--- src/rtl/dm_load_aligner_if.sv ---
// MEM/WB load-return bundle between the pipeline, data SRAM read port
// and the writeback stage.
interface dm_load_aligner_if #(
    parameter int XLEN = 32,
    parameter int RD_W = 5
);
    logic            stall;
    logic            flush;
    logic [6:0]      M_op;
    logic [2:0]      M_funct3;
    logic [XLEN-1:0] M_alu_out;
    logic [RD_W-1:0] M_rd;
    logic [XLEN-1:0] dm_data_out;
    logic            W_ld_valid;
    logic [RD_W-1:0] W_rd;
    logic [XLEN-1:0] W_ld_data;
    logic            W_ld_misalign;

    modport master (
        output stall, flush,
        output M_op, M_funct3, M_alu_out, M_rd,
        output dm_data_out,
        input  W_ld_valid, W_rd, W_ld_data, W_ld_misalign
    );

    modport slave (
        input  stall, flush,
        input  M_op, M_funct3, M_alu_out, M_rd,
        input  dm_data_out,
        output W_ld_valid, W_rd, W_ld_data, W_ld_misalign
    );
endinterface

--- src/rtl/dm_load_aligner.sv ---
// Load-return aligner: tracks a load alongside the synchronous SRAM read,
// then lane-selects and extends the returned word for writeback.
module dm_load_aligner #(
    parameter int XLEN = 32,
    parameter int RD_W = 5
) (
    input logic              clk,
    input logic              rst_n,
    dm_load_aligner_if.slave bus
);
    localparam logic [6:0] OP_LOAD = 7'b0000011;

    logic            pend_valid;
    logic [2:0]      pend_f3;
    logic [1:0]      pend_off;
    logic [RD_W-1:0] pend_rd;
    logic [XLEN-1:0] hold_data;
    logic            captured;

    logic            m_is_load;
    assign m_is_load = (bus.M_op == OP_LOAD);

    always_ff @(posedge clk or negedge rst_n) begin
        if (!rst_n) begin
            pend_valid <= 1'b0;
            pend_f3    <= '0;
            pend_off   <= '0;
            pend_rd    <= '0;
            hold_data  <= '0;
            captured   <= 1'b0;
        end else if (!bus.stall) begin
            pend_valid <= m_is_load & ~bus.flush;
            pend_f3    <= bus.M_funct3;
            pend_off   <= bus.M_alu_out[1:0];
            pend_rd    <= bus.M_rd;
            captured   <= 1'b0;
        end else if (bus.flush) begin
            pend_valid <= 1'b0;
            captured   <= 1'b0;
        end else if (pend_valid && !captured) begin
            // SRAM output is only good for one cycle; latch it on the first stall
            hold_data <= bus.dm_data_out;
            captured  <= 1'b1;
        end
    end

    logic [XLEN-1:0] src;
    logic [XLEN-1:0] lane;
    logic [7:0]      byte_v;
    logic [15:0]     half_v;
    logic            sext;
    logic            is_b;
    logic            is_h;
    logic            is_w;
    logic [XLEN-1:0] data;

    assign src    = captured ? hold_data : bus.dm_data_out;
    assign lane   = src >> {pend_off, 3'b000};
    assign byte_v = lane[7:0];
    assign half_v = pend_off[1] ? src[31:16] : src[15:0];
    assign sext   = ~pend_f3[2];
    assign is_b   = (pend_f3[1:0] == 2'b00);
    assign is_h   = (pend_f3[1:0] == 2'b01);
    assign is_w   = (pend_f3 == 3'b010);

    always_comb begin
        data = '0;
        unique case (1'b1)
            is_b:    data = {{(XLEN-8){sext & byte_v[7]}}, byte_v};
            is_h:    data = {{(XLEN-16){sext & half_v[15]}}, half_v};
            is_w:    data = src;
            default: data = '0;
        endcase
    end

    assign bus.W_ld_valid    = pend_valid;
    assign bus.W_rd          = pend_rd;
    assign bus.W_ld_data     = pend_valid ? data : '0;
    assign bus.W_ld_misalign = pend_valid &
                               ((is_h & pend_off[0]) |
                                (is_w & (pend_off != 2'b00)));
endmodule

--- src/flat_wrapper.sv ---
// flat-port wrapper written by rule: the top's interface ports become plain ports
module dm_load_aligner_flat 
#(
    parameter int XLEN = 32,
    parameter int RD_W = 5
)
  (clk, rst_n, bus_stall, bus_flush, bus_M_op, bus_M_funct3, bus_M_alu_out, bus_M_rd, bus_dm_data_out, bus_W_ld_valid, bus_W_rd, bus_W_ld_data, bus_W_ld_misalign);
  dm_load_aligner_if #(.XLEN(XLEN), .RD_W(RD_W)) bus_i ();
  input logic clk;
  input logic rst_n;
  input wire logic [$bits(bus_i.stall)-1:0] bus_stall;
  input wire logic [$bits(bus_i.flush)-1:0] bus_flush;
  input wire logic [$bits(bus_i.M_op)-1:0] bus_M_op;
  input wire logic [$bits(bus_i.M_funct3)-1:0] bus_M_funct3;
  input wire logic [$bits(bus_i.M_alu_out)-1:0] bus_M_alu_out;
  input wire logic [$bits(bus_i.M_rd)-1:0] bus_M_rd;
  input wire logic [$bits(bus_i.dm_data_out)-1:0] bus_dm_data_out;
  output wire logic [$bits(bus_i.W_ld_valid)-1:0] bus_W_ld_valid;
  output wire logic [$bits(bus_i.W_rd)-1:0] bus_W_rd;
  output wire logic [$bits(bus_i.W_ld_data)-1:0] bus_W_ld_data;
  output wire logic [$bits(bus_i.W_ld_misalign)-1:0] bus_W_ld_misalign;
  assign bus_i.stall = bus_stall;
  assign bus_i.flush = bus_flush;
  assign bus_i.M_op = bus_M_op;
  assign bus_i.M_funct3 = bus_M_funct3;
  assign bus_i.M_alu_out = bus_M_alu_out;
  assign bus_i.M_rd = bus_M_rd;
  assign bus_i.dm_data_out = bus_dm_data_out;
  assign bus_W_ld_valid = bus_i.W_ld_valid;
  assign bus_W_rd = bus_i.W_rd;
  assign bus_W_ld_data = bus_i.W_ld_data;
  assign bus_W_ld_misalign = bus_i.W_ld_misalign;
  dm_load_aligner #(.XLEN(XLEN), .RD_W(RD_W)) u_core (.clk(clk), .rst_n(rst_n), .bus(bus_i));
endmodule
--- config.mk ---
export PLATFORM = sky130hd
export DESIGN_NAME = dm_load_aligner_flat
export DESIGN_NICKNAME = d
export VERILOG_FILES = /design/src/rtl/dm_load_aligner_if.sv /design/src/rtl/dm_load_aligner.sv /design/src/flat_wrapper.sv
export SDC_FILE = /design/constraint.sdc
export NUM_CORES = 1
export LEC_CHECK = 0
export BUFFER_PORTS_ARGS = -buffer_cell sky130_fd_sc_hd__buf_2
export CAP_MARGIN = 10
export CELL_PAD_IN_SITES_DETAIL_PLACEMENT = 1
export CELL_PAD_IN_SITES_GLOBAL_PLACEMENT = 2
export CORE_ASPECT_RATIO = 1.4
export CORE_MARGIN = 2
export CORE_UTILIZATION = 28
export CTS_CLUSTER_DIAMETER = 40
export DETAILED_ROUTE_END_ITERATION = 8
export GPL_ROUTABILITY_DRIVEN = 0
export PLACE_DENSITY = 0.78
export SYNTH_ARGS = -nofsm -noshare
export SYNTH_HDL_FRONTEND = slang
export SYNTH_SLANG_ARGS = --single-unit
--- constraint.sdc ---
create_clock -name clk -period 2.06 [get_ports clk]
set_clock_uncertainty 0.1 [all_clocks]
set_input_delay 0.103 -clock clk [delete_from_list [all_inputs] [get_ports clk]]
set_output_delay 0.103 -clock clk [all_outputs]
set_load 0.02 [all_outputs]
Yosys cells after proc, flatten, opt, wreduce, memory -nomap -nowiden
Cells that the tools add are included.

cells by class
  reductions and logical operators = 5
  eq/ne operators = 5
  muxes and demuxes = 9
  bitwise operators = 9
  shift-type cells = 1

operators by type and width
  operator                                              count
  one-hot mux 32 bit (3 select lines)                   1
  2-to-1 mux 32 bit                                     2
  right shift 32 x 5 -> 8 bit                           1
  2-to-1 mux 16 bit                                     1
  equality test 7 x 2 -> 1 bit (second input constant)  1
  bitwise AND 1 bit                                     6
  2-to-1 mux 1 bit                                      5
  equality test 3 x 2 -> 1 bit (second input constant)  1
  != test 3 x 1 -> 1 bit (second input constant)        1
  AND reduction 3 bit                                   1
  equality test 2 x 1 -> 1 bit (second input constant)  1
  logical NOT 2 bit                                     1
  != test 2 x 1 -> 1 bit (second input constant)        1
  NOT 1 bit                                             2
  nonzero test 2 bit                                    1
  logical AND 1 bit                                     1
  logical NOT 1 bit                                     1
  bitwise OR 1 bit                                      1

word-level totals
  bits of input ports = 83
  logic and storage cells = 35
  flip-flop bits (word level) = 44

Logic depth before layout (Yosys ltp)
  depth after elaboration = 5
  mapped depth = 6
  gate-level depth less buffers = 4

Worst setup path after synthesis
Ideal clock, no wire load.

  path kind = register -> output
  start point = reg u_core.pend_f3[0]
  end point = out bus_W_ld_data[10]
  path buffers = 2
  setup slack = 91 ps
  data required time = 1857 ps
  stages on the path, launching flop included = 7
  data arrival time = 1766 ps
  path through = dfrtp_1 clkbuf_1 or3b_2 clkbuf_1 nor2_1 a21oi_1 o21ai_0

on the way
  longest elaborated chain between the ends = 3
  elaborated cells between the ends (all ways) = 5
  those cells by class = 2 x eq/ne; 2 x mux; 1 x reduce/logical

ends and longest elaborated chain
  what                                                  RTL line               text
  start, declared                                       dm_load_aligner.sv:14  logic [2:0] pend_f3;
  start signal, assigned                                dm_load_aligner.sv:33  pend_f3 <= bus.M_funct3;
  equality test 3 x 2 -> 1 bit (tied with other cells)  dm_load_aligner.sv:64  assign is_w = (pend_f3 == 3'b010);
  one-hot mux 32 bit (3 select lines) (*)               dm_load_aligner.sv:68  unique case (1'b1)
  2-to-1 mux 32 bit (*)                                 dm_load_aligner.sv:78  assign bus.W_ld_data = pend_valid ? data : '0;
  end, declared                                         flat_wrapper.sv:20     output wire logic [$bits(bus_i.W_ld_data)-1:0] bus_W_ld_data;

Every way passes the cells marked *; elsewhere a longest branch is shown, timed or not.

Worst setup path after layout
  start point = reg u_core.captured
  end point = out bus_W_ld_data[10]

on the way
  longest elaborated chain between the ends = 5
  elaborated cells between the ends (all ways) = 6
  those cells by class = 1 x shift; 4 x mux; 1 x bitwise

ends and longest elaborated chain
  what                                     RTL line               text
  start, declared                          dm_load_aligner.sv:18  logic captured;
  start signal, assigned                   dm_load_aligner.sv:30  captured <= 1'b0;
  start signal, assigned                   dm_load_aligner.sv:36  captured <= 1'b0;
  start signal, assigned                   dm_load_aligner.sv:39  captured <= 1'b0;
  2-to-1 mux 32 bit (*)                    dm_load_aligner.sv:57  assign src = captured ? hold_data : bus.dm_data_out;
  right shift 32 x 5 -> 8 bit              dm_load_aligner.sv:58  assign lane = src >> {pend_off, 3'b000};
  bitwise AND 1 bit                        dm_load_aligner.sv:69  is_b: data = {{(XLEN-8){sext & byte_v[7]}}, byte_v};
  one-hot mux 32 bit (3 select lines) (*)  dm_load_aligner.sv:68
  2-to-1 mux 32 bit (*)                    dm_load_aligner.sv:78

Marked as above.

==> impl_metrics.json <==
{
  "run_status": "finished, violations left",
  "violations": "negative setup slack",
  "placed_area_mm2": 0.003321,
  "cap_viol_max_count": 0,
  "ys_seq_elements": 44,
  "final_cell_mix": "buf_2, mux2_2, dfrtp_1",
  "fin_crit_ns": 2.293,
  "cts_tree": "yes",
  "stdcell_count": 503,
  "finalMaxSlewViolations": 0,
  "highest_layer": "met4",
  "cts_buffer_depth": 2,
  "vias": 2580,
  "first_pass_iters": 4,
  "placedCellCount": 435,
  "clockRootBuffer": "clkbuf_16",
  "fin_area_mm2": 0.004552,
  "path_class": "register to primary output",
  "hp-class": "primary input to register",
  "synth_top_family_by_area": "multiplexers",
  "syn_inst": 235,
  "fmaxAchievable_mhz": 436.1,
  "rows": 42,
  "synthAdderAreaFrac": 0,
  "die_x_um": 86.48,
  "clock-sinks": 44,
  "synthArstFlopShare": 1.000,
  "synth_top_cell_by_area": "dfrtp_1",
  "synth.avg_cell_area_um2": 11.35,
  "ant_nets": 0,
  "drt-met1-wl_um": 3518,
  "diodes": 0,
  "slew_headroom": 0.5807,
  "drive_above_1_share": 0.6132,
  "place_ws_ns": 0.01573,
  "nFillCells": 1026,
  "tightest_slew_ns": 0.6290,
  "peakVddDrop_v": 0.0004460,
  "synth_compound_area_frac": 0.1323,
  "initial_utilization": 0.2850,
  "synth_ff_type": "dfrtp_1",
  "critPathRequiredTime_ns": 1.86,
  "ys_seq_area_frac": 0.4130,
  "synth_xor_area_frac": 0,
  "p_per_area_mw_per_mm2": 501.7,
  "setup_viol": 32,
  "synthMuxAreaShare": 0.3552,
  "routed_wl_um": 9725,
  "syn2layout_area_growth_pct": 70.72,
  "fp.coreArea_mm2": 0.009354,
  "finalPower_mw": 2.284,
  "wl_per_cell_um": 19.33,
  "die_h_um": 119.5,
  "wl_met2_um": 5510,
  "fin_hold_ws_ns": 0.006459,
  "grt_max_degree": 33,
  "layout.nets": 475,
  "portBuffers": 91,
  "drtIter0Drc": 101,
  "synth-simple-area-share": 0.06523,
  "drcViolationCount": 0,
  "p_leak_nw": 2.063,
  "crit_arrival_ns": 2.09,
  "grt_pass1_wl_um": 14370,
  "final_common_cell": "buf_2",
  "yosys.area.top_type_share": 0.4130,
  "dpl.hpwl_um": 6091,
  "antenna_found_initial": 0,
  "pin_count": 122,
  "grt_use_total": 0.1819,
  "cp-end-kind": "primary output",
  "cp-start-kind": "register",
  "finalHoldViolations": 0,
  "cts_buffers": 5,
  "synth_edf_count": 0,
  "ys_warn_count": 0,
  "htreeDepth": 2,
  "clk_pin_slew_ns": 0.06,
  "grt_pass1_vias": 2842,
  "crit_fanout": 8,
  "fin_util": 0.4866,
  "overflow": 0,
  "clk_latency_ns": 0.28,
  "die_area_mm2": 0.01033,
  "rsz0062_at_grt": "yes",
  "dr_wl_met3_um": 362,
  "syn_area_mm2": 0.002666,
  "synthTopCellsByArea": "dfrtp_1, mux2_2, mux2i_1, o21ai_0, o21ai_2",
  "synth_cell_types": 31,
  "fin_ws_ns": -0.2333,
  "syn_nets": 318,
  "finalCritPeriodShare": 1.113,
  "finalSetupTns_ns": -5.546,
  "vias_per_cell": 5.129
}
## worst paths after layout
check / slack (ns) / to / cells past startpoint / startpoint
min: 0.006 / u_core.hold_data[8] / 2 / bus_dm_data_out[8]
max: -0.23 / bus_W_ld_data[10] / 6 / u_core.captured
min in group asynchronous: 0.27 / u_core.hold_data[22] / 2 / rst_n
max reg2reg: 0.07 / u_core.hold_data[21] / 6 / u_core.captured
max in group asynchronous: 0.89 / u_core.hold_data[8] / 3 / rst_n
min reg2reg: 0.40 / u_core.bus.W_rd[2] / 1 / u_core.bus.W_rd[2]
## metal layers
| layer | vias to the layer above | track usage |
|---|---|---|
| met4 | 0 | 0.06250 |
| met2 | 73 | 0.3514 |
| met3 | 19 | 0.03396 |
| met1 | 1298 | 0.1896 |
| met5 | - | 0 |
| li1 | 1190 | - |
## final cells by class
type                       instances  area [µm²]  share of cell area
sequential                        44        1104              0.2424
inverter                           1       3.754           0.0008246
clock inverter                     2       35.03            0.007697
timing repair buffer             166        1330              0.2922
tap                              110       137.6             0.03024
clock buffer                       6       128.9             0.02831
multi-input combinational        174        1813              0.3983
## where the power goes
group / internal (mW) / switching, mW
sequential: 0.897 / 0.0322
clock: 0.570 / 0.329
combinational: 0.241 / 0.214
## flip-flops by register name (all words and copies together) (netlist names)
register               flops
u_core.hold_data          32
u_core.bus.W_ld_valid      1
u_core.captured            1
u_core.bus.W_rd            5
u_core.pend_off            2
u_core.pend_f3             3
## cells in the mapped netlist (2+ instances only)
cell      instances
nor2_1           16
a32oi_1           7
nor4bb_1          2
a21oi_1           9
dfrtp_1          44
clkbuf_1          8
mux2_2           47
nand2_1           4
buf_6             2
o21ai_2          10
mux4_2            2
nand2b_1          2
mux2_1            2
o21ai_0          23
buf_2             7
mux2i_1          35
## critical path: stages, from the launching register on
cell	delay, ns
dfrtp_2	0.44
mux4_2	0.59
buf_4	0.18
a2bb2oi_4	0.15
nand3_4	0.13
o21ai_1	0.12
buf_2	0.19
## cells by family after synthesis
group,Yosys count
AOI/OAI and AO/OA,55
and+or+nand+nor,32
DFF,44
buffers and inverters,18
muxes,86
## what timing repair did
item                                   CTS  global route
setup endpoints to repair               32            58
hold buffers                            41             0
endpoints found under the hold margin   66             0
pin swaps                                8            12
resized for setup                       93            46
setup buffers                           10             8
cloned                                   2             1
Power figures use the tool's default switching activity.
